File: src/rtl/multicycle_control_fsm.sv
// Multi-cycle MIPS control sequencer: steps a shared ALU, register file and unified
// memory through fetch/decode/execute/memory/writeback, with retire and illegal-opcode status.
//
// state | meaning
// ------+-----------------------------------------------------------
//   0   | FETCH   read instruction at PC, PC+4; wait for mem_ready
//   1   | DECODE  register read, branch target precompute
//   2   | MEMADR  effective address = A + sign-ext imm
//   3   | MEMRD   load data read; wait for mem_ready
//   4   | MEMWB   load data to rt; retire
//   5   | MEMWR   store write; wait for mem_ready, then retire
//   6   | EXEC    R-type ALU operation
//   7   | ALUWB   ALU result to rd; retire
//   8   | BRANCH  compare A-B, conditional PC load; retire
//   9   | ADDIEX  A + sign-ext imm
//  10   | ADDIWB  ALU result to rt; retire
module multicycle_control_fsm #(
  parameter int unsigned COUNT_W  = 32,
  parameter logic [5:0]  OP_RTYPE = 6'b000000,
  parameter logic [5:0]  OP_LW    = 6'b100011,
  parameter logic [5:0]  OP_SW    = 6'b101011,
  parameter logic [5:0]  OP_BEQ   = 6'b000100,
  parameter logic [5:0]  OP_ADDI  = 6'b001000
) (
  input  logic               clk,
  input  logic               reset,
  input  logic [5:0]         opcode,
  input  logic               zero,
  input  logic               mem_ready,
  output logic               PCWrite,
  output logic               PCWriteCond,
  output logic               PCSrc,
  output logic               IorD,
  output logic               MemR,
  output logic               MemW,
  output logic               IRWrite,
  output logic               RegW,
  output logic               MemToReg,
  output logic               regDest,
  output logic               aluSrcA,
  output logic [1:0]         aluSrcB,
  output logic [1:0]         ALUout,
  output logic [3:0]         state,
  output logic [COUNT_W-1:0] retired,
  output logic               illegal
);

  typedef enum logic [3:0] {
    S_FETCH  = 4'd0,
    S_DECODE = 4'd1,
    S_MEMADR = 4'd2,
    S_MEMRD  = 4'd3,
    S_MEMWB  = 4'd4,
    S_MEMWR  = 4'd5,
    S_EXEC   = 4'd6,
    S_ALUWB  = 4'd7,
    S_BRANCH = 4'd8,
    S_ADDIEX = 4'd9,
    S_ADDIWB = 4'd10
  } state_e;

  state_e             state_q, state_d;
  logic [COUNT_W-1:0] retired_q, retired_d;
  logic               illegal_q, illegal_d;
  logic               retire;

  // The branch decision is taken by the datapath through PCWriteCond & zero.
  logic unused_zero;
  assign unused_zero = zero;

  always_ff @(posedge clk) begin
    if (reset) begin
      state_q   <= S_FETCH;
      retired_q <= '0;
      illegal_q <= 1'b0;
    end else begin
      state_q   <= state_d;
      retired_q <= retired_d;
      illegal_q <= illegal_d;
    end
  end

  always_comb begin
    state_d   = S_FETCH;
    retire    = 1'b0;
    illegal_d = illegal_q;
    case (state_q)
      S_FETCH:  state_d = mem_ready ? S_DECODE : S_FETCH;
      S_DECODE: begin
        case (opcode)
          OP_LW, OP_SW: state_d = S_MEMADR;
          OP_RTYPE:     state_d = S_EXEC;
          OP_BEQ:       state_d = S_BRANCH;
          OP_ADDI:      state_d = S_ADDIEX;
          default: begin
            state_d   = S_FETCH;
            illegal_d = 1'b1;
          end
        endcase
      end
      S_MEMADR: state_d = (opcode == OP_SW) ? S_MEMWR : S_MEMRD;
      S_MEMRD:  state_d = mem_ready ? S_MEMWB : S_MEMRD;
      S_MEMWB: begin
        state_d = S_FETCH;
        retire  = 1'b1;
      end
      S_MEMWR: begin
        state_d = mem_ready ? S_FETCH : S_MEMWR;
        retire  = mem_ready;
      end
      S_EXEC:   state_d = S_ALUWB;
      S_ALUWB: begin
        state_d = S_FETCH;
        retire  = 1'b1;
      end
      S_BRANCH: begin
        state_d = S_FETCH;
        retire  = 1'b1;
      end
      S_ADDIEX: state_d = S_ADDIWB;
      S_ADDIWB: begin
        state_d = S_FETCH;
        retire  = 1'b1;
      end
      default:  state_d = S_FETCH;
    endcase
  end

  assign retired_d = retired_q + {{(COUNT_W-1){1'b0}}, retire};

  always_comb begin
    PCWrite     = 1'b0;
    PCWriteCond = 1'b0;
    PCSrc       = 1'b0;
    IorD        = 1'b0;
    MemR        = 1'b0;
    MemW        = 1'b0;
    IRWrite     = 1'b0;
    RegW        = 1'b0;
    MemToReg    = 1'b0;
    regDest     = 1'b0;
    aluSrcA     = 1'b0;
    aluSrcB     = 2'b00;
    ALUout      = 2'b00;
    case (state_q)
      S_FETCH: begin
        MemR    = 1'b1;
        aluSrcB = 2'b01;
        IRWrite = mem_ready;
        PCWrite = mem_ready;
      end
      S_DECODE: aluSrcB = 2'b11;
      S_MEMADR: begin
        aluSrcA = 1'b1;
        aluSrcB = 2'b10;
      end
      S_MEMRD: begin
        MemR = 1'b1;
        IorD = 1'b1;
      end
      S_MEMWB: begin
        RegW     = 1'b1;
        MemToReg = 1'b1;
        regDest  = 1'b1;
      end
      S_MEMWR: begin
        MemW = 1'b1;
        IorD = 1'b1;
      end
      S_EXEC: begin
        aluSrcA = 1'b1;
        ALUout  = 2'b10;
      end
      S_ALUWB:  RegW = 1'b1;
      S_BRANCH: begin
        aluSrcA     = 1'b1;
        ALUout      = 2'b01;
        PCWriteCond = 1'b1;
        PCSrc       = 1'b1;
      end
      S_ADDIEX: begin
        aluSrcA = 1'b1;
        aluSrcB = 2'b10;
      end
      S_ADDIWB: begin
        RegW    = 1'b1;
        regDest = 1'b1;
      end
      default: ;
    endcase
  end

  assign state   = state_q;
  assign retired = retired_q;
  assign illegal = illegal_q;

  always_ff @(posedge clk) begin
    if (!reset) assert (!(MemR && MemW));
  end

endmodule

File: config.mk
export PLATFORM = sky130hd
export DESIGN_NAME = multicycle_control_fsm
export DESIGN_NICKNAME = d
export VERILOG_FILES = /design/src/rtl/multicycle_control_fsm.sv
export SDC_FILE = /design/constraint.sdc
export NUM_CORES = 1
export LEC_CHECK = 0
export CAP_MARGIN = 20
export CORE_MARGIN = 1.5
export CORE_UTILIZATION = 24
export DETAILED_ROUTE_END_ITERATION = 16
export PLACE_DENSITY = 0.56
export SYNTH_ARGS = -nofsm -noshare
export SYNTH_HDL_FRONTEND = slang
export SYNTH_SLANG_ARGS = --single-unit
File: constraint.sdc
create_clock -name clk -period 2.32 [get_ports clk]
set_input_delay 0.232 -clock clk [delete_from_list [all_inputs] [get_ports clk]]
set_output_delay 0.232 -clock clk [all_outputs]
set_load 0.01 [all_outputs]
==> impl_metrics.tcl <==
set metrics [dict create \
    synth_area_um2 2050 \
    cts-root-buf "clkbuf_8" \
    worstPathArrival_ps 2710 \
    synth.largest_area_cell "dfxtp_1" \
    cts_buffers 5 \
    violations "negative setup slack" \
    overflow 0 \
    insertedDiodeCount 0 \
    synth_edf_count 0 \
    ys_ff_latch 37 \
    yosys_warnings 0 \
    portBuffers 60 \
    vias 2209 \
    finalHoldViolCount 0 \
    post-route-min-period_ps 2490 \
    synthCells 248 \
    synth.avg_cell_area_um2 8.26 \
    postLayoutCoreUtil 0.389 \
    synth_area_leaders "dfxtp_1 (36%), a21oi_1 (6.6%), or4_1 (4.4%), o31ai_1 (4.0%), xor2_1 (3.4%)" \
    fmax_ghz 0.402 \
    dp_hpwl_um 4270 \
    wl_met1_um 2680 \
    reg2reg_slack_ps -170 \
    drv_slew 0 \
    worst_slack_ps -165 \
    grt_max_degree 33 \
    cts_tree "yes" \
    async_reset_ff_frac 0 \
    ios 62 \
    yosysTopAreaCellShare 0.362 \
    mostFrequentLayoutCells "clkdlybuf4s50_1 (60), dfxtp_1 (34), buf_4 (30), a21oi_1 (26), nor2_1 (18)" \
    layout-drive-gt1-share 0.202 \
    max_cap_violations 0 \
    max_slew_margin 0.561 \
    leakage_nw 1.10 \
    status "finished with violations" \
    die_h_um 95.4 \
    final_cells 437 \
    skew_ps 9.55 \
    insertion_delay_ps 290 \
    powerDensity_nw_per_um2 410 \
    gp_congestion 0.804 \
    fp.dieW_um 95.4 \
    ys.flop_type "dfxtp_1" \
    dr.pass1.iters 4 \
    irDropWorstVdd_v 0.000210 \
    htreeDepth 2 \
    required_ps 2550 \
    ys_seq_area_frac 0.362 \
    start_kind "flip-flop" \
    cts.clk_slew.worst_paths_ps 80 \
    worst_pin_slew_ps 650 \
    met2_wirelength_um 2980 \
    rows 33 \
    ant_nets 0 \
    timing.critical_path.fanout_max 6 \
    route.detailed.drc 0 \
    wirelength_um 5980 \
    cts.sinks 37 \
    top_layer "met4" \
    grt_pass1_vias 2103 \
    rsz0062_at_grt "true" \
    syn_nets 260 \
    met3_length_um 233 \
    tns_ps -923 \
    setup_viol 9 \
    synth.distinct_cells 44 \
    grt_antenna_before_repair 0 \
    grt_pass1_wl_um 9820 \
    drt-vias-per-instance 5.05 \
    nets 343 \
    min_period_over_period 1.07 \
    core_area_um2 8260 \
    cp-end-kind "flip-flop" \
    final_common_cell "clkdlybuf4s50_1" \
    start_util 0.248 \
    drt_iter0_drc 74 \
    hp-class "reg -> reg" \
    place_inst 423 \
    grt.total_usage 0.134 \
    clockBufferDepth 2 \
    dieArea_um2 9100 \
    area_growth_pct 56.9 \
    path_class "reg -> reg" \
    wl_per_cell_um 13.7 \
    pre_cts_ws_ps -222 \
]
registers in the layout, indices dropped and copies added (netlist names):
register / cells
illegal: 1
retired: 32
state: 4
power breakdown:
part	switching (mW)	leakage (nW)	internal (mW)	total, mW
clock	0.243	0.0574	0.350	0.593
combinational	0.0425	0.743	0.0441	0.0866
sequential	0.00326	0.300	0.636	0.639
total	0.289	1.10	1.03	1.32
worst max-delay path: stages (launching register included):
cell	delay (ps)
dfxtp_4	360
nand2b_4	140
mux2_4	290
o22ai_4	150
a211o_1	150
ha_4	150
ha_4	130
and4_1	210
nand4_1	220
or4_1	480
a21oi_2	140
area by class of cell:
type                       instances  area (um^2)
clock inverter                     2         37.5
tap                              105          131
clock buffer                       6         82.6
sequential                        37          747
inverter                           5         18.8
timing repair buffer              94          871
fill                             884         5040
multi-input combinational        188         1330
cell families after synthesis:
family | after synthesis | share of synthesized area
AO/OA/AOI/OAI | 60 | 0.181
XOR/XNOR | 12 | 0.0513
adder cells (fa/ha/maj) | 2 | 0.0122
buffers and inverters | 23 | 0.0556
flip-flops | 37 | 0.362
multiplexers | 1 | 0.00550
AND/OR/NAND/NOR | 113 | 0.332
cell usage after synthesis, drive strengths merged (2+ instances only):
| library cell | count |
|---|---|
| a21oi | 27 |
| a31oi | 3 |
| and3 | 7 |
| and4 | 5 |
| buf | 6 |
| clkbuf | 12 |
| dfxtp | 37 |
| ha | 2 |
| inv | 5 |
| nand2 | 12 |
| nand2b | 8 |
| nand3 | 13 |
| nand3b | 2 |
| nand4 | 12 |
| nor2 | 18 |
| nor2b | 2 |
| nor3 | 7 |
| nor4 | 2 |
| o21ai | 7 |
| o21bai | 2 |
| o31ai | 11 |
| o41ai | 4 |
| or3 | 5 |
| or4 | 12 |
| or4b | 4 |
| xnor2 | 4 |
| xor2 | 8 |
through the flow:
step / power [mW] / cell area, um^2 / hold slack (ps)
4_1_cts: 1.33 / 3150 / 486
6_report: 1.32 / 3210 / 483
5_1_grt: 1.36 / 3210 / 519
3_5_place_dp: 0.742 / 2960 / 471
3_3_place_gp: 0.742 / 2960 / 468
2_1_floorplan: 0.693 / 2140 / 386
final timing paths:
kind         cells after the start          end         from
max                             10  retired[30]     state[3]
min                              2  retired[31]  retired[31]
max reg2reg                     10  retired[30]     state[3]
min reg2reg                      2  retired[31]  retired[31]
metal layers:
layer  GRT usage  vias up
met2       0.236       41
li1            -     1103
met1       0.164     1056
met4      0.0368        0
met3      0.0279        9
met5           0        -
repair_timing:
item	in CTS	in global routing
resized for setup	7	11
pin swaps	11	9
endpoints found under the setup margin	19	21
hold buffers	0	0
cloned	1	0
setup buffers	4	2
Note: power is estimated with default switching activity, not from simulation.
